$ cat src/rtl/icon_channel_scheduler_pkg.sv
// rtl/icon_channel_scheduler_pkg.sv - shared types and defaults for the interconnect channel scheduler
package icon_channel_scheduler_pkg;

  // Default instruction queue depth is 2**ICON_IQUEUE_DEPTH_LOG2 entries
  localparam int ICON_IQUEUE_DEPTH_LOG2 = 2;

  typedef struct packed {
    logic [2:0] euidx;
    logic [1:0] uid;
    logic       spec;
  } type_exec_unit_addr;

  typedef logic [31:0] type_exec_unit_data;

  // Bits 0..3 are exec units eus[0..3], then the str buffer and the mx reg bank
  typedef logic [5:0] type_icon_receivers_list;
  localparam int RCV_STR   = 4;
  localparam int RCV_MXREG = 5;

  typedef struct packed {
    type_exec_unit_addr      src_addr;
    type_icon_receivers_list receiver_list;
  } type_icon_instr;

  typedef enum logic [1:0] {
    ICON_SCHED_IDLE,
    ICON_SCHED_REQ,
    ICON_SCHED_BCAST
  } enum_icon_sched_state;

  // Receivers still waiting after this cycle's accept strobes; strobes for
  // receivers that are not pending have no effect
  function automatic type_icon_receivers_list rcv_remaining(
    input type_icon_receivers_list pending,
    input type_icon_receivers_list success
  );
    return pending & ~success;
  endfunction

endpackage

$ cat src/rtl/icon_instr_fifo.sv
// rtl/icon_instr_fifo.sv - circular instruction queue with occupancy count
module icon_instr_fifo #(
  parameter int WIDTH      = 12,
  parameter int LOG2_DEPTH = 2
) (
  input  logic                  clk,
  input  logic                  reset,
  input  logic [WIDTH-1:0]      push_data,
  input  logic                  push_valid,
  output logic                  push_ready,
  input  logic                  pop,
  output logic [WIDTH-1:0]      head_data,
  output logic [LOG2_DEPTH:0]   count
);

  localparam int DEPTH = 1 << LOG2_DEPTH;
  localparam logic [LOG2_DEPTH:0] FULL_COUNT = (LOG2_DEPTH + 1)'(DEPTH);

  logic [WIDTH-1:0]      mem [DEPTH];
  logic [LOG2_DEPTH-1:0] wr_ptr;
  logic [LOG2_DEPTH-1:0] rd_ptr;
  logic                  do_push;
  logic                  do_pop;

  // Full refuses a push even when a pop frees a slot in the same cycle
  assign push_ready = (count != FULL_COUNT);
  assign do_push    = push_valid & push_ready;
  assign do_pop     = pop & (count != '0);
  assign head_data  = mem[rd_ptr];

  // Pointers wrap naturally at the power-of-two depth; count tracks occupancy
  always_ff @(posedge clk or posedge reset) begin
    if (reset) begin
      wr_ptr <= '0;
      rd_ptr <= '0;
      count  <= '0;
    end else begin
      if (do_push) wr_ptr <= wr_ptr + 1'b1;
      if (do_pop)  rd_ptr <= rd_ptr + 1'b1;
      case ({do_push, do_pop})
        2'b10:   count <= count + 1'b1;
        2'b01:   count <= count - 1'b1;
        default: count <= count;
      endcase
    end
  end

  // Storage is not reset; the pointers alone define which entries are live
  always_ff @(posedge clk) begin
    if (do_push) mem[wr_ptr] <= push_data;
  end

endmodule

$ cat src/rtl/icon_channel_scheduler.sv
// rtl/icon_channel_scheduler.sv - fetch/broadcast sequencer for one interconnect channel
module icon_channel_scheduler
  import icon_channel_scheduler_pkg::*;
#(
  parameter int LOG2_ICON_IQUEUE_DEPTH = ICON_IQUEUE_DEPTH_LOG2
) (
  input  logic                              i_clk,
  input  logic                              reset,
  input  type_icon_instr                    i_instr,
  input  logic                              i_instr_valid,
  output logic                              o_instr_ready,
  output logic                              o_src_req_valid,
  output type_exec_unit_addr                o_src_addr,
  input  type_exec_unit_data                i_src_data,
  input  logic                              i_src_data_valid,
  output type_exec_unit_data                o_data,
  output logic                              o_data_valid,
  output type_icon_receivers_list           o_receiver_list,
  input  type_icon_receivers_list           i_success_list,
  output logic                              o_busy,
  output logic [LOG2_ICON_IQUEUE_DEPTH:0]   o_count
);

  enum_icon_sched_state    state;
  type_icon_receivers_list pending;
  type_icon_receivers_list remaining;
  type_icon_instr          head;
  logic                    bcast_done;
  logic                    load_now;

  icon_instr_fifo #(
    .WIDTH      ($bits(type_icon_instr)),
    .LOG2_DEPTH (LOG2_ICON_IQUEUE_DEPTH)
  ) u_fifo (
    .clk        (i_clk),
    .reset      (reset),
    .push_data  (i_instr),
    .push_valid (i_instr_valid),
    .push_ready (o_instr_ready),
    .pop        (load_now),
    .head_data  (head),
    .count      (o_count)
  );

  assign remaining  = rcv_remaining(pending, i_success_list);
  assign bcast_done = (state == ICON_SCHED_BCAST) && (remaining == '0);
  // A new instruction is taken from idle or straight off a completing broadcast
  assign load_now   = (o_count != '0) && ((state == ICON_SCHED_IDLE) || bcast_done);
  assign o_busy     = (state != ICON_SCHED_IDLE);

  // Sequencer: registered outputs are updated alongside the state they belong to
  always_ff @(posedge i_clk or posedge reset) begin
    if (reset) begin
      state           <= ICON_SCHED_IDLE;
      pending         <= '0;
      o_src_addr      <= '0;
      o_data          <= '0;
      o_src_req_valid <= 1'b0;
      o_data_valid    <= 1'b0;
      o_receiver_list <= '0;
    end else begin
      case (state)
        ICON_SCHED_REQ: begin
          if (i_src_data_valid) begin
            o_data          <= i_src_data;
            o_src_req_valid <= 1'b0;
            o_data_valid    <= 1'b1;
            o_receiver_list <= pending;
            state           <= ICON_SCHED_BCAST;
          end
        end
        ICON_SCHED_BCAST: begin
          pending         <= remaining;
          o_receiver_list <= remaining;
          if (bcast_done) begin
            o_data_valid <= 1'b0;
            state        <= ICON_SCHED_IDLE;
          end
        end
        default: ;
      endcase
      // An empty receiver list is consumed without a fetch and retried next cycle
      if (load_now) begin
        o_src_addr <= head.src_addr;
        pending    <= head.receiver_list;
        if (head.receiver_list != '0) begin
          o_src_req_valid <= 1'b1;
          state           <= ICON_SCHED_REQ;
        end else begin
          state <= ICON_SCHED_IDLE;
        end
      end
    end
  end

endmodule

$ cat config.mk
export PLATFORM = sky130hd
export DESIGN_NAME = icon_channel_scheduler
export DESIGN_NICKNAME = d
export VERILOG_FILES = /design/src/rtl/icon_channel_scheduler_pkg.sv /design/src/rtl/icon_instr_fifo.sv /design/src/rtl/icon_channel_scheduler.sv
export SDC_FILE = /design/constraint.sdc
export NUM_CORES = 1
export LEC_CHECK = 0
export CAP_MARGIN = 20
export CORE_ASPECT_RATIO = 0.75
export CORE_MARGIN = 4
export CORE_UTILIZATION = 53
export CTS_CLUSTER_DIAMETER = 200
export DETAILED_ROUTE_END_ITERATION = 10
export PLACE_DENSITY = 0.84
export SYNTH_ARGS = -nofsm -noshare
export SYNTH_HDL_FRONTEND = slang
export SYNTH_SLANG_ARGS = --single-unit
$ cat constraint.sdc
create_clock -name i_clk -period 5.33 [get_ports i_clk]
set_clock_uncertainty 0.1 [all_clocks]
set_input_delay 1.066 -clock i_clk [delete_from_list [all_inputs] [get_ports i_clk]]
set_output_delay 1.066 -clock i_clk [all_outputs]
set_load 0.01 [all_outputs]
## Yosys cells after proc, flatten, opt, wreduce, memory -nomap -nowiden

Memories as Yosys holds them, arrays and structs flattened.
Index checks and enable logic that the tools add are counted.
Widths: inputs -> output; s select.

| storage, ports and cells | value |
|---|---|
| register bits after elaboration | 61 |
| bits in latches | 0 |
| bits in writable memories | 48 |
| bits in read-only memories | 0 |
| input bits | 54 |
| output and inout bits | 51 |
| memories kept | 1 |

Memory list:

| memory | words | bits a word | read ports | clocked after memory_dff | wr ports | line | source |
|---|---|---|---|---|---|---|---|
| u_fifo.mem | 4 | 12 | 1 | 0 | 1 | icon_instr_fifo.sv:19 | `logic [WIDTH-1:0] mem [DEPTH];` |

| operators by class | value |
|---|---|
| add/sub/neg operators | 4 |
| multiply operators | 0 |
| divide/modulo/power cells | 0 |
| $lt $le $gt $ge | 0 |
| eq/ne operators | 9 |
| shift operators | 0 |
| multiplexer cells | 19 |
| bitwise operators | 4 |
| reduce and logical (&&, ||, !) cells | 16 |

Operators by type and width:

| operator | count |
|---|---|
| $mux 6 | 3 |
| $pmux 6 s2 | 1 |
| $mux 1 | 9 |
| $reduce_bool 2->1 | 4 |
| $and 6x6->6 | 1 |
| $logic_not 6->1 | 1 |
| $mux 2 | 3 |
| $ne 3x2->1 const B | 2 |
| $not 6->6 | 1 |
| $pmux 3 s2 | 1 |
| $reduce_and 3->1 | 2 |
| $reduce_bool 3->1 | 2 |
| $reduce_bool 6->1 | 1 |
| $add 2x1->2 const B | 2 |
| $eq 2x1->1 const B | 2 |
| $eq 2x2->1 const B | 2 |
| $ne 2x2->1 const B | 2 |
| $pmux 2 s2 | 1 |
| $reduce_and 2->1 | 2 |
| $add 3x1->3 const B | 1 |
| $ne 3x3->1 const B | 1 |
| $sub 3x1->3 const B | 1 |
| $and 1x1->1 | 2 |
| $logic_and 1x1->1 | 2 |
| 3 further kinds | 3 |

## Depth between registers and ports, before layout

Gate-level depths: netlist of the first run.

| logic depth | value |
|---|---|
| depth in word-level cells | 9 |
| depth in mapped cells | 11 |
| mapped depth without buffers | 10 |

## Modules after synthesis

Synthesis of the first run repeated with hierarchy kept, for this count alone.

| second synthesis, totals | value |
|---|---|
| cell total of the unflattened synthesis | 320 |
| area total of the unflattened synthesis | 4403.0 sq um |

Modules (own cells, without submodules):

| module | instances | cells an instance | area an instance (sq um) |
|---|---|---|---|
| icon_channel_scheduler | 1 | 220 | 2244.7 |
| icon_instr_fifo | 1 | 100 | 2158.3 |

## Worst setup path after synthesis of the first run

No wires, ideal clock.

| timing | value |
|---|---|
| kind | in2reg |
| from | input port i_success_list[5] |
| to | register u_fifo.count[2] |
| library setup time | 0.079 ns |
| arrival time | 3.080 ns |
| data required time | 5.151 ns |
| slack | 2.071 ns |
| stages on the path | 11 |
| path buffers | 1 |
| path through | inv_1 a222oi_1 nand4_2 a21oi_4 buf_12 ha_1 inv_1 fa_1 xor2_1 nor2_1 xor2_1 |

| between the ends | value |
|---|---|
| cells in the longest elaborated chain, start to end | 9 |
| elaborated cells between the ends (all ways) | 11 |
| those cells by class | eq/ne (2); mux (1); bitwise (3); reduce/logical (5) |

Ends and longest elaborated chain:

| what | line | source |
|---|---|---|
| start: declaration | icon_channel_scheduler.sv:19 | `input type_icon_receivers_list i_success_list,` |
| $not 6->6 (*) | icon_channel_scheduler_pkg.sv:37 | `return pending & ~success;` |
| $and 6x6->6 (*) | icon_channel_scheduler_pkg.sv:37 |  |
| $logic_not 6->1 (*) | icon_channel_scheduler.sv:46 | `assign bcast_done = (state == ICON_SCHED_BCAST) && (remaining == '0);` |
| $logic_and 1x1->1 (*) | icon_channel_scheduler.sv:46 |  |
| $logic_or 1x1->1 (*) | icon_channel_scheduler.sv:48 | `assign load_now = (o_count != '0) && ((state == ICON_SCHED_IDLE) \|\| bcast_done);` |
| $logic_and 1x1->1 (*) | icon_channel_scheduler.sv:48 |  |
| $and 1x1->1 (*) | icon_instr_fifo.sv:28 | `assign do_pop = pop & (count != '0);` |
| $eq 2x1->1 / $eq 2x2->1 (equally long branches) | icon_instr_fifo.sv:40 | `case ({do_push, do_pop})` |
| $pmux 3 s2 / $reduce_bool 2->1 (equally long branches) | - |  |
| end signal: assignment | icon_instr_fifo.sv:41 | `2'b10: count <= count + 1'b1;` |
| end signal: assignment | icon_instr_fifo.sv:42 | `2'b01: count <= count - 1'b1;` |
| end signal: assignment | icon_instr_fifo.sv:43 | `default: count <= count;` |
| end: declaration | icon_instr_fifo.sv:13 | `output logic [LOG2_DEPTH:0] count` |

Mark *: on every way between the ends. The rest lies on a longest branch, timed or not.
A chain may end at the register's enable or synchronous reset.

## Final worst setup path of the first run

Ends and elaborated chain as after synthesis.

==> results of run 1 <==
sequential cells by signal (all words and copies together) (netlist names):
name             count
o_data_valid         1
pending              6
u_fifo.rd_ptr        2
o_receiver_list      6
u_fifo.mem          48
state                2
o_src_req_valid      1
u_fifo.wr_ptr        2
o_data              32
u_fifo.count         3
o_src_addr           6
report_power, final:
group,internal [mW],leakage [nW],switching [mW]
clock network,0.263,0.109,0.266
logic,0.787,1.00,0.550
registers,1.19,1.17,0.207
total,2.24,2.28,1.02
metrics by stage:
step / hold slack (ns) / worst slack [ns] / instances / power (mW)
final: 0.401 / 1.58 / 477 / 3.27
after global placement: 0.369 / 1.33 / 461 / 2.71
after global routing: 0.427 / 1.42 / 477 / 3.48
after detailed placement: 0.384 / 1.22 / 461 / 2.77
after floorplan: 0.380 / 2.07 / 257 / 2.15
after CTS: 0.412 / 1.62 / 477 / 3.31
layer usage:
metal	track usage	vias to the layer above
met2	0.327	70
met1	0.240	1275
met5	0	-
li1	-	1165
met3	0.0754	13
met4	0.0579	0
final timing paths:
check                                    startpoint  slack (ns)  cells after the start                           to
min in group asynchronous                     reset        0.84                      2        o_data[3]$_DFFE_PP0P_
max in group asynchronous                     reset        3.38                      3       o_data[31]$_DFFE_PP0P_
hold reg to reg            o_data_valid$_DFFE_PP0P_        0.40                      2     o_data_valid$_DFFE_PP0P_
setup / recovery                  i_success_list[5]        1.58                     12  u_fifo.count[2]$_DFFE_PP0P_
hold / removal             o_data_valid$_DFFE_PP0P_        0.40                      2     o_data_valid$_DFFE_PP0P_
setup reg to reg               state[0]$_DFFE_PP0P_        2.39                     11  u_fifo.count[2]$_DFFE_PP0P_
final cells by class:
cell class / count / area [um2] / share of cell area
inverter: 13 / 48.8 / 0.00854
multi-input combinational: 127 / 1290 / 0.226
tap: 105 / 131 / 0.0230
sequential: 109 / 2970 / 0.519
clock buffer: 9 / 124 / 0.0217
timing repair buffer: 107 / 1060 / 0.186
clock inverter: 7 / 88.8 / 0.0155
worst register-to-register path, stage by stage (launching register included):
cell,delay (ns)
dfrtp_1,0.45
nand2b_2,0.27
a21oi_1,0.27
nand4_2,0.21
a21oi_4,0.18
buf_4,0.27
ha_1,0.25
inv_1,0.07
fa_1,0.37
xor2_1,0.17
nor2_1,0.11
xor2_1,0.14
kinds of logic after synthesis:
logic type               synth area share
buffers and inverters              0.0224
multiplexers                        0.180
AO/OA/AOI/OAI                      0.0434
AND/OR/NAND/NOR                    0.0414
XOR/XNOR                           0.0121
flip-flops                          0.682
adder cells (fa/ha/maj)            0.0190
cell usage in the layout (no fill, tap or decap), drive strengths merged, types with 5 or more instances in the layout:
cell / n
ha: 5
a22o: 6
dfrtp: 61
clkdlybuf4s50: 104
inv: 14
nand2: 9
a21boi: 5
edfxtp: 48
and3: 5
clkbuf: 9
mux4: 12
nor2: 6
o21ai: 9
mux2: 43
==> qor.yml, run 1 <==
global_route:
  overflow: 0
  grt_pass1_wl_mm: 14.4
  grt_max_degree: 49
  grt_pass1_vias: 2807
  track_usage: 0.196
  antenna_found_initial: 0
drt:
  first_iter_violations: 137
  met3_length_um: 547
  wl_met2_mm: 4.63
  dr.max_layer_used: "met4"
  vias_per_cell: 5.29
  drc: 0
  wl_per_cell_um: 18.6
  ant_nets: 0
  routed_wl_mm: 8.89
  wl_met1_mm: 3.57
  num_vias: 2523
  drt_pass1_iterations: 6
setup_path:
  critical_path.max_fanout: 13
  required_ns: 5.54
  worstSetupPathType: "input port to flip-flop"
  cpMaxStageDelayCell: "clkdlybuf4s50_1"
  start_kind: "input port"
  cp_data_arrival_time_ns: 3.95
  crit_path_end_kind: "flip-flop"
  crit_buf_inv: 4
  crit_path_cell_trace: "clkdlybuf4s50_1, inv_1, a222oi_1, nand4_2, a21oi_4, buf_4, ha_1, inv_1, fa_1, xor2_1, nor2_1, xor2_1"
  cp_top_family: "buffers and inverters"
  max_stage_delay_ns: 0.51
worst_hold_path:
  min_path_type: "flip-flop to flip-flop"
synth:
  synth-main-ff-cell: "dfrtp_1"
  yosysSeqAreaShare: 0.682
  syn-num-nets: 317
  synth.largest_area_cell: "dfrtp_1"
  synth_edf_count: 48
  ys_top_cells_by_area: "dfrtp_1, edfxtp_1, mux2_2, mux4_2, mux2_4"
  avgSynthCellArea_um2: 16.9
  synthArstFlopShare: 0.560
  ys_types: 35
  synth.top_cell.area_share: 0.351
  ys_warn_count: 0
  yosys_register_bits: 109
  synthesis.instances: 257
  synth_area_um2: 4350
  synthTopCellsByCount: "dfrtp_1, edfxtp_1, mux2_2"
  yosysMostFrequentCell: "dfrtp_1"
timing:
  rsz0062_at_grt: "no"
  post-route-period-util: 0.703
  worstMarginPinSlew_ns: 0.998
  slew_headroom: 0.333
  fin_setup_tns_ns: 0
  fin_crit_ns: 3.75
  setup-violations-final: 0
  report.final.hold_viol_count: 0
  fmax_mhz: 267
  final-max-slew-violation-count: 0
die:
  ioPinCount: 105
  die_height_um: 86.5
  fp.dieW_um: 113
  coreArea_um2: 7950
  initial_core_util: 0.548
  fp-row-count: 28
  die_area_um2: 9740
layout:
  utilization: 0.718
  drive_above_1_share: 0.210
  antenna_cells: 0
  syn_to_final_growth_pct: 31.2
  final_area_um2: 5710
  fillers: 521
  fin_nets: 427
clock_tree:
  ctsRootBufferMaster: "clkbuf_8"
  clockBufferDepth: 2
  htree_levels: 3
  ctsResizeCount: 0
  clk_latency_ns: 0.37
  cts_setup_buffers: 0
  cts_tree: "done"
  cts_made_buffers: 9
  clock_sinks: 109
  path_clk_slew_ns: 0.10
  cts_hold_buf: 0
placed_design:
  hpwl_mm: 6.37
  portBuffers: 104
  post_dp_cell_area_um2: 5500
  gp_congestion: 0.817
flow_run:
  drv_cap: 0
outcome:
  outcome: "finished, final reports clean"
pwr:
  ir_worst_vdd_mv: 0.327
  cellLeakagePower_nw: 2.28
  powerDensity_nw_per_um2: 572
No activity file was read; power rests on OpenSTA's default activity.
==> run 2: changes to the inputs <==
- CORE_UTILIZATION: 53 -> 49
- PLACE_DENSITY: 0.84 -> 0.78
- clock period: 5.33 -> 3.65 ns (I/O delays scaled with it)
==> run 2 against run 1 <==
Against the previous run:
- total power grew 53%
- global-route usage shrank 1.6 points
- flip-flop and latch count did not move
- sequential power grew 45%
==> qor.yml, run 2 (synthesized netlist as in run 1, its figures left out) <==
setup_path:
  cpMaxStageDelayCell: "clkdlybuf4s50_1"
  r2r_cells: 10
  rr_endpoint: "u_fifo.count[2]$_DFFE_PP0P_"
  worstReg2RegStart: "state[0]$_DFFE_PP0P_"
  required_ns: 3.81
  regToRegSetupSlack_ns: 0.92
  cp_top_family: "compound AO/OA/AOI/OAI gates"
  crit_path_cell_trace: "clkdlybuf4s50_1, inv_1, a222oi_1, nand4_2, a21oi_4, ha_1, inv_1, fa_1, xor2_1, nor2_1, xor2_1"
  start_kind: "input port"
  crit_buf_inv: 3
  cp_data_arrival_time_ns: 3.36
  max_stage_delay_ns: 0.51
  worstSetupPathType: "input port to flip-flop"
  crit_path_end_kind: "flip-flop"
  critical_path.max_fanout: 3
drt:
  num_vias: 2553
  routed_wl_mm: 8.98
  ant_nets: 0
  first_iter_violations: 141
  vias_per_cell: 5.30
  drt_pass1_iterations: 4
  wl_per_cell_um: 18.6
  drc: 0
clock_tree:
  path_clk_slew_ns: 0.06
  clock_sinks: 109
  clockBufferDepth: 2
  ctsResizeCount: 0
  clk_latency_ns: 0.34
  cts_tree: "done"
  htree_levels: 3
  ctsRootBufferMaster: "clkbuf_16"
  cts_hold_buf: 0
  cts_made_buffers: 9
  cts_setup_buffers: 0
layout:
  instances_no_fill: 482
  antenna_cells: 0
  final_cell_mix: "clkdlybuf4s50_1, dfrtp_1, edfxtp_1"
  fin_nets: 429
  top_register: "u_fifo.mem"
  reg.largest.list: "u_fifo.mem (48), o_data (32)"
  syn_to_final_growth_pct: 34.1
  final_area_um2: 5840
  drive_above_1_share: 0.209
  largest_reg_flops: 48
  layout_commonest_cell: "clkdlybuf4s50_1"
worst_hold_path:
  worstHoldPathCells: 2
  min_path_type: "flip-flop to flip-flop"
  worstHoldStart: "o_data_valid$_DFFE_PP0P_"
  worstHoldEndpoint: "o_data_valid$_DFFE_PP0P_"
placed_design:
  dp_cells: 466
  gp_congestion: 0.829
  post_dp_cell_area_um2: 5530
  portBuffers: 104
  hpwl_mm: 6.35
pwr:
  clock_power_share: 0.199
  switching_power_mw: 1.51
  internal_power_mw: 3.50
  cellLeakagePower_nw: 2.34
  p_seq_frac: 0.405
  ir_worst_vdd_mv: 0.495
  powerDensity_nw_per_um2: 858
  switching_share: 0.301
  comb_power_share: 0.396
die:
  fp.dieW_um: 117
  die_area_um2: 10500
  ioPinCount: 105
  die_height_um: 89.6
  fp-row-count: 29
  coreArea_um2: 8560
  initial_core_util: 0.508
global_route:
  grt_pass1_wl_mm: 14.0
  track_usage: 0.180
  grt_pass1_vias: 2749
  antenna_found_initial: 0
  grt_max_degree: 33
  overflow: 0
outcome:
  outcome: "finished, final reports clean"
timing:
  fin_setup_tns_ns: 0
  rsz0062_at_grt: "no"
  slew_headroom: 0.519
  post-route-period-util: 0.877
  worstMarginPinSlew_ns: 0.720
  fin_crit_ns: 3.20
  final-max-slew-violation-count: 0
  setup-violations-final: 0
  fmax_mhz: 313
  timing.hold.ws_ns: 0.390
  report.final.hold_viol_count: 0
flow_run:
  drv_cap: 0
run 2: cell type report:
type                    instances  area [um2]
inverters                      13        48.8
multi-input cells             127        1290
flip-flops and latches        109        2970
fillers                       584        2720
clock buffers                  11         233
well taps                     108         135
repair buffers                109        1090
clock inverters                 5        76.3
run 2: power by group through the flow:
| stage | registers [mW] | logic, mW | clock network [mW] |
|---|---|---|---|
| global route | 2.09 | 2.15 | 1.08 |
| CTS | 2.03 | 2.01 | 1.02 |
| finish | 2.03 | 1.99 | 0.998 |
| global placement | 2.02 | 1.94 | 0 |
| detailed placement | 2.05 | 2.00 | 0 |
| floorplan | 2.09 | 1.05 | 0 |
run 2: how the worst max path moves through the flow:
| stage | startpoint | to | depth (start not counted) |
|---|---|---|---|
| after floorplan | i_success_list[5] | u_fifo.count[2]$_DFFE_PP0P_ | 11 |
| after global placement | i_success_list[5] | u_fifo.count[2]$_DFFE_PP0P_ | 11 |
| after detailed placement | i_success_list[5] | u_fifo.count[2]$_DFFE_PP0P_ | 11 |
| after CTS | i_success_list[5] | u_fifo.count[2]$_DFFE_PP0P_ | 11 |
| after global routing | i_success_list[5] | u_fifo.count[2]$_DFFE_PP0P_ | 11 |
| final | i_success_list[5] | u_fifo.count[2]$_DFFE_PP0P_ | 11 |
run 2: per-stage QoR:
stage               total power [mW]   util  setup WS [ns]
detailed placement              4.05  0.646          0.106
global placement                3.97  0.646          0.232
floorplan                       3.14      -          0.727
CTS                             5.07  0.682          0.460
global route                    5.32  0.682          0.282
finish                          5.01  0.682          0.451
run 2: worst reg2reg max path: cells and delay by family (launching register included):
family                     cells  cell delay, ns
buffers and inverters          1            0.06
DFF                            1            0.43
and+or+nand+nor                3            0.62
AOI/OAI and AO/OA              2            0.53
xor gates and xnor gates       2            0.32
adders and majority gates      2            0.58
run 2: metal layers:
layer  vias to the layer above  wire [um]  track usage
met2                        64       4550        0.298
met5                         -          0            0
li1                       1174          -            -
met4                         0        157       0.0635
met1                      1304       3820        0.230
met3                        11        453       0.0529
==> run 3: changes to the inputs <==
- CORE_ASPECT_RATIO: 0.75 -> 0.8
- SLEW_MARGIN: not set -> 0
==> run 3 against run 2 <==
Against the previous run:
- count of clock-buffer cells in the layout decreased by 2
- wire length decreased by 5.4%
- final area decreased by 2.0%
- register-to-register slack improved by 0.09 ns
- first-iteration DRC count decreased by 28%
- final cell count increased by 0.62%
- core utilization decreased by 1.3 points
- hold slack about the same
- sequential power about the same
- sequential share of layout area increased by 1.1 points
- critical path type unchanged
- critical endpoint unchanged
- largest cell class unchanged
==> qor.yml, run 3 (synthesized netlist as in run 1, its figures left out) <==
timing:
  post-route-period-util: 0.865
  setup_ws_ns: 0.495
  setup-violations-final: 0
  worstMarginPinSlew_ns: 0.835
  fin_crit_ns: 3.16
  report.final.hold_viol_count: 0
  fmax_mhz: 317
  final-max-slew-violation-count: 0
  rsz0062_at_grt: "no"
  slew_headroom: 0.444
  timing.hold.ws_ns: 0.390
  fin_setup_tns_ns: 0
clock_tree:
  htree_levels: 3
  path_clk_slew_ns: 0.10
  cts_setup_buffers: 0
  ctsResizeCount: 0
  clockBufferDepth: 2
  cts_tree: "done"
  clk_latency_ns: 0.37
  cts_hold_buf: 0
  clock_sinks: 109
  ctsRootBufferMaster: "clkbuf_8"
  cts_made_buffers: 9
outcome:
  outcome: "finished, final reports clean"
drt:
  drc: 0
  first_iter_violations: 101
  wl_per_cell_um: 17.5
  vias_per_cell: 5.16
  num_vias: 2501
  routed_wl_mm: 8.50
  ant_nets: 0
  drt_pass1_iterations: 4
die:
  ioPinCount: 105
  coreArea_um2: 8560
  initial_core_util: 0.509
  die_area_um2: 10500
  die_height_um: 92.3
  fp-row-count: 30
  fp.dieW_um: 113
pwr:
  p_seq_frac: 0.432
  ir_worst_vdd_mv: 0.474
  switching_share: 0.318
  internal_power_mw: 3.22
  fin_total_pwr_mw: 4.72
  switching_power_mw: 1.50
  comb_power_share: 0.410
  powerDensity_nw_per_um2: 825
  cellLeakagePower_nw: 2.28
  clock_power_share: 0.158
placed_design:
  portBuffers: 104
  pre_cts_ws_ns: 0.115
  post_dp_cell_area_um2: 5520
  hpwl_mm: 6.16
  gp_congestion: 0.828
worst_hold_path:
  worstHoldPathCells: 2
  min_path_type: "flip-flop to flip-flop"
layout:
  largest_reg_flops: 48
  fillers: 601
  final_cell_mix: "clkdlybuf4s50_1, dfrtp_1, edfxtp_1"
  reg.largest.list: "u_fifo.mem (48), o_data (32)"
  multi_input_area_um2: 1290
  seq_area_um2: 2970
  layout_commonest_cell: "clkdlybuf4s50_1"
  fin_nets: 428
  final_area_um2: 5720
  antenna_cells: 0
  top_register: "u_fifo.mem"
  syn_to_final_growth_pct: 31.4
  drive_above_1_share: 0.212
global_route:
  overflow: 0
  antenna_found_initial: 0
  grt_pass1_vias: 2618
  grt_pass1_wl_mm: 13.8
  grt_max_degree: 47
  track_usage: 0.172
setup_path:
  cp_data_arrival_time_ns: 3.35
  required_ns: 3.85
  critical_path.max_fanout: 3
  r2r_cells: 9
  crit_path_end_kind: "flip-flop"
  crit_buf_inv: 3
  worstSetupPathType: "input port to flip-flop"
  cp_top_family: "compound AO/OA/AOI/OAI gates"
  start_kind: "input port"
  crit_path_cell_trace: "clkdlybuf4s50_1, inv_1, a222oi_1, nand4_2, a21oi_4, ha_1, inv_1, fa_1, xor2_1, nor2_1, xor2_1"
  path_depth: 11
  cpMaxStageDelayCell: "a222oi_1"
  max_stage_delay_ns: 0.53
flow_run:
  drv_cap: 0
run 3: cell count changes in the layout (fill, tap and decap cells not counted), moves of 2 or more:
cell and change:
clkbuf_16 -9, clkinv_2 -2, clkbuf_1 -2, clkbuf_8 +9, clkinv_4 +2, inv_6 +3
run 3: final timing paths:
check,startpoint,to,slack [ns]
hold reg to reg,o_data_valid$_DFFE_PP0P_,o_data_valid$_DFFE_PP0P_,0.39
setup reg to reg,pending[5]$_DFFE_PP0P_,u_fifo.count[2]$_DFFE_PP0P_,1.01
min in group asynchronous,reset,o_data[15]$_DFFE_PP0P_,0.52
hold / removal,o_data_valid$_DFFE_PP0P_,o_data_valid$_DFFE_PP0P_,0.39
setup / recovery,i_success_list[0],u_fifo.count[2]$_DFFE_PP0P_,0.49
max in group asynchronous,reset,pending[3]$_DFFE_PP0P_,2.05
run 3: stage by stage:
step                cells   util
floorplan             257      -
global placement      469  0.645
detailed placement    469  0.645
CTS                   485  0.669
global route          485  0.669
finish                485  0.669
run 3: area by class of cell:
cell class	instances	area share
inverters	13	0.00853
multi-input cells	127	0.225
flip-flops and latches	109	0.519
repair buffers	108	0.187
clock buffers	9	0.0216
well taps	112	0.0245
clock inverters	7	0.0142
run 3: metal layers:
metal,vias to the layer above,part of all wire,GRT usage
met2,60,0.50,0.279
met4,0,0.016,0.0480
met5,-,0,0
met3,14,0.056,0.0640
met1,1258,0.43,0.220
li1,1169,-,-
run 3: power groups by stage:
stage / Combinational (mW) / Sequential (mW) / Clock [mW]
floorplan: 1.05 / 2.09 / 0
global placement: 1.91 / 2.05 / 0
detailed placement: 1.96 / 2.07 / 0
CTS: 1.97 / 2.04 / 0.764
global route: 2.10 / 2.10 / 0.820
finish: 1.93 / 2.04 / 0.746
run 3: tightest hold or removal path, stage by stage, from the launching register on:
cell	delay, ns
dfrtp_1	0.36
nand2_1	0.05
nand2_1	0.06
==> RTL change 1 (config.mk and constraints of run 1) <==
Set the package constant `ICON_IQUEUE_DEPTH_LOG2` to 3 (it was 2). Comments in the files are not updated.
--- a/src/rtl/icon_channel_scheduler_pkg.sv
+++ b/src/rtl/icon_channel_scheduler_pkg.sv
@@ -4,3 +4,3 @@
   // Default instruction queue depth is 2**ICON_IQUEUE_DEPTH_LOG2 entries
-  localparam int ICON_IQUEUE_DEPTH_LOG2 = 2;
+  localparam int ICON_IQUEUE_DEPTH_LOG2 = 3;
 
Interface: changed (resized o_count); port bits go from 105 to 106. The function was not compared with the original's and may differ.
==> RTL change 1 against run 1 <==
- die area rose by 43%
- synthesized area rose by 47%
- cell area rose by 45%
- global-route usage rose by 1.4 points
- power rose by 49%
- maximum frequency rose by 15%
- routed wire length rose by 56%
- sequential cell count rose by 51
- setup slack improved by 0.48 ns
==> RTL change 1: results <==
export IMPL_status="finished, final reports clean"
export IMPL_io_buffers=105
export IMPL_place_area_um2=7640
export IMPL_crit_fanout=4
export IMPL_yosys_most_used_dff="edfxtp_1"
export IMPL_synth_warnings=0
export IMPL_grt_pass1_wl_um=21100
export IMPL_grt_pass1_vias=3758
export IMPL_ys_seq_area_share_pct=70.0
export IMPL_relSlewSlack_pct=34.5
export IMPL_first_pass_iters=4
export IMPL_irDropWorstVdd_uv=280
export IMPL_place_gp_congestion=0.921
export IMPL_startpoint="i_success_list[2]"
export IMPL_track_usage_pct=20.9
export IMPL_fillers=710
export IMPL_vias_per_cell=5.59
export IMPL_reg2reg_to="u_fifo.count[3]"
export IMPL_drive_above_1_share_pct=22.3
export IMPL_reg_top3="u_fifo.mem x96, o_data x32"
export IMPL_switchingPower_mw=1.46
export IMPL_htree_levels=4
export IMPL_synthTopCellsByArea="edfxtp_1, dfrtp_1, mux2_2"
export IMPL_grt_max_degree=65
export IMPL_place_ws_ns=1.69
export IMPL_synthTopCellsByCount="edfxtp_1, dfrtp_1, mux2_2"
export IMPL_p_leak_nw=3.15
export IMPL_hold_start="o_data_valid"
export IMPL_wirelength_um=13900
export IMPL_synth_async_sr_flop_share_pct=40.0
export IMPL_antenna_found_initial=0
export IMPL_slowest_stage="clkdlybuf4s50_1"
export IMPL_clk_pin_slew_ns=0.06
export IMPL_drtIter0Drc=256
export IMPL_finalNetCount=536
export IMPL_ctsRootBufferMaster="clkbuf_16"
export IMPL_crit_path_max_incr_delay_ns=0.53
export IMPL_clock_latency_ns=0.42
export IMPL_dp_hpwl_um=8930
export IMPL_stdcell_area_um2=8270
export IMPL_yosysUniqueCellTypes=38
export IMPL_syn_num_nets=414
export IMPL_synth_edf_count=96
export IMPL_r2r_setup_slack_ns=2.61
export IMPL_numCtsBuffers=17
export IMPL_arrival_ns=3.46
==> RTL change 1: cell count changes after synthesis, sizes merged, moves of 3 or more <==
cell and delta:
dfrtp +3, mux2i +13, clkbuf +4, nand3 +4
and3 -5, a21boi -5, edfxtp +48, mux4 +12
mux2 +3, nand2 +15
==> RTL change 1: worst max-delay path: cells and delay by family <==
kind / cells / cell delay, ns
buffers and inverters: 1 / 0.53
adders and majority gates: 2 / 0.45
AOI/OAI and AO/OA: 4 / 0.83
and+or+nand+nor: 2 / 0.29
xor gates and xnor gates: 2 / 0.28
==> RTL change 1: worst max-delay path by stage <==
stage | endpoint | slack [ns] | cells past startpoint
global route | u_fifo.count[3] | 1.91 | 11
floorplan | u_fifo.count[3] | 2.13 | 12
detailed placement | u_fifo.count[3] | 1.69 | 11
global placement | u_fifo.count[3] | 1.77 | 11
CTS | u_fifo.count[3] | 2.09 | 11
finish | u_fifo.count[3] | 2.06 | 11
==> RTL change 1: power by group through the flow <==
| stage | clock network (mW) | registers (mW) | logic (mW) |
|---|---|---|---|
| 5_1_grt | 1.31 | 1.99 | 1.82 |
| 3_5_place_dp | 0 | 1.96 | 1.67 |
| 6_report | 1.23 | 1.95 | 1.68 |
| 2_1_floorplan | 0 | 1.93 | 0.996 |
| 4_1_cts | 1.25 | 1.95 | 1.70 |
| 3_3_place_gp | 0 | 1.94 | 1.62 |
==> RTL change 1: layout make-up <==
type | instances | area share [%]
tap | 162 | 2.45
clock buffer | 25 | 6.68
clock inverter | 7 | 0.817
multi-input combinational | 169 | 21.5
inverter | 11 | 0.499
sequential | 160 | 54.2
timing repair buffer | 117 | 13.8
==> RTL change 1: cell families after synthesis <==
| logic type | count (synthesis) | share of synthesized area (%) |
|---|---|---|
| DFF | 160 | 70.0 |
| muxes | 83 | 19.3 |
| and+or+nand+nor | 53 | 3.83 |
| buffers and inverters | 25 | 2.19 |
| AOI/OAI and AO/OA | 20 | 2.40 |
| xor gates and xnor gates | 7 | 0.957 |
| adders and majority gates | 6 | 1.29 |
==> RTL change 1: per-layer routing <==
metal	up-vias	GRT usage [%]	routed length, µm
met5	-	0	0
met4	0	8.99	368
met3	25	7.88	1100
met2	173	33.1	6530
met1	1844	26.6	5870
li1	1598	-	-
==> RTL change 1: stage by stage <==
stage          std cells  hold WS, ns
2_1_floorplan        354        0.387
4_1_cts              650        0.407
6_report             651        0.401
3_3_place_gp         618        0.364
5_1_grt              651        0.415
3_5_place_dp         618        0.380
==> RTL change 2 (settings of run 1) <==
Without the edit above. Encoding of `enum_icon_sched_state`: now one-hot (3 bits for 3 states).
--- a/src/rtl/icon_channel_scheduler_pkg.sv
+++ b/src/rtl/icon_channel_scheduler_pkg.sv
@@ -24,6 +24,6 @@
 
-  typedef enum logic [1:0] {
-    ICON_SCHED_IDLE,
-    ICON_SCHED_REQ,
-    ICON_SCHED_BCAST
+  typedef enum logic [2:0] {
+    ICON_SCHED_IDLE  = 3'b001,
+    ICON_SCHED_REQ   = 3'b010,
+    ICON_SCHED_BCAST = 3'b100
   } enum_icon_sched_state;
Formal check against the unedited RTL: same outputs for any inputs over 4 cycles, from zero or initial values and one cycle with reset high; so few cycles prove little.
==> RTL change 2 against run 1 <==
- sequential share of layout area up 0.47 points
- maximum frequency up 14%
- setup slack better by 0.46 ns
- synthesized area up 0.95%
- register-to-register slack better by 0.05 ns
- sequential cell count up 1
- first-iteration DRC count up 29%
- hold slack worse by 0.019 ns
- routed wire length up 5.4%
- cell area about the same
- critical endpoint is now u_fifo.count[1]
- highest routed layer unchanged
Power is not compared: it rests on default switching activity, and its combinational part moved more than twofold at a synthesized area within 25%.
==> RTL change 2: results <==
export IMPL_grt_max_degree=39
export IMPL_first_pass_iters=4
export IMPL_clockBufferDepth=2
export IMPL_hp_class="reg2reg"
export IMPL_whs_path_depth=2
export IMPL_grt_pass1_vias=3107
export IMPL_status="finished, final reports clean"
export IMPL_postCtsSetupBuffers=0
export IMPL_p_int_mw=1.32
export IMPL_synthTopCellsByCount="nand2_1, dfrtp_1, edfxtp_1"
export IMPL_antenna_found_initial=0
export IMPL_yosysUniqueCellTypes=34
export IMPL_dr_wl_met2_um=4780
export IMPL_place_gp_congestion=0.826
export IMPL_vias_per_cell=5.29
export IMPL_drive_above_1_share_pct=10.8
export IMPL_grt_use_met3_pct=5.56
export IMPL_dp_hpwl_um=6740
export IMPL_crit_fanout=14
export IMPL_diodes=0
export IMPL_synth_edf_count=48
export IMPL_worst_pin_slew_ns=0.827
export IMPL_finalNetCount=490
export IMPL_end_kind="register"
export IMPL_grt_pass1_wl_um=15500
export IMPL_synth_async_sr_flop_share_pct=56.4
export IMPL_numCtsBuffers=9
export IMPL_drtIter0Drc=177
export IMPL_dr_wl_met3_um=506
export IMPL_synthTopCellsByArea="dfrtp_1, edfxtp_1, nand2_1"
export IMPL_use_met2_pct=34.1
export IMPL_place_ws_ns=1.70
export IMPL_met1_length_um=3960
export IMPL_cts_repair_resized=0
export IMPL_p_leak_nw=2.42
export IMPL_htree_levels=3
export IMPL_syn_num_nets=384
export IMPL_ys_seq_area_share_pct=68.1
export IMPL_rr_worst_depth=8
export IMPL_track_usage_pct=20.4
export IMPL_arrival_ns=3.43
export IMPL_slowest_stage="clkdlybuf4s50_1"
export IMPL_yosys_most_used_dff="dfrtp_1"
export IMPL_top_layer="met4"
export IMPL_crit_path_max_incr_delay_ns=0.53
export IMPL_routedWlPerCell_um=17.4
export IMPL_crit_family="buffers and inverters"
export IMPL_use_met1_pct=27.3
export IMPL_io_buffers=104
export IMPL_clock_latency_ns=0.36
[RTL change 2: cell families (layout without fill, tap and decap cells)]
logic type	Yosys count	in the layout	share of synthesized area, %
adders and majority gates	6	6	1.88
buffers and inverters	24	135	2.65
muxes	24	24	9.82
DFF	110	110	68.1
xor gates and xnor gates	6	6	1.20
AOI/OAI and AO/OA	25	25	4.16
and+or+nand+nor	129	129	12.2
[RTL change 2: power by group through the flow]
stage / Clock (mW) / Sequential [mW] / Combinational (mW)
3_5_place_dp: 0 / 1.05 / 0.245
6_report: 0.487 / 1.03 / 0.243
2_1_floorplan: 0 / 1.04 / 0.123
3_3_place_gp: 0 / 1.04 / 0.234
5_1_grt: 0.535 / 1.04 / 0.271
4_1_cts: 0.495 / 1.03 / 0.247
[RTL change 2: final timing paths]
kind                              startpoint              end  slack, ns
max in group asynchronous              reset         state[0]       3.25
setup / recovery           i_success_list[5]  u_fifo.count[1]       2.04
min in group asynchronous              reset       o_data[10]       0.96
hold / removal                    o_data[15]       o_data[15]       0.38
setup reg to reg                    state[2]  u_fifo.count[1]       2.44
hold reg to reg                   o_data[15]       o_data[15]       0.38
[RTL change 2: stage by stage]
stage               std cells  hold WS (ns)  util, %  power, mW  instance area, µm²
global placement          524         0.356     69.1       1.27                5520
floorplan                 324         0.366        -       1.16                4400
finish                    540         0.382     71.5       1.76                5710
detailed placement        524         0.362     69.1       1.29                5520
global route              540         0.412     71.5       1.84                5710
CTS                       540         0.386     71.5       1.77                5710
[RTL change 2: layout make-up]
| cell class | count | area, µm² |
|---|---|---|
| sequential | 110 | 2990 |
| fill | 557 | 2280 |
| multi-input combinational | 190 | 1280 |
| timing repair buffer | 108 | 1070 |
| tap | 105 | 131 |
| clock buffer | 10 | 128 |
| clock inverter | 6 | 61.3 |
| inverter | 11 | 41.3 |
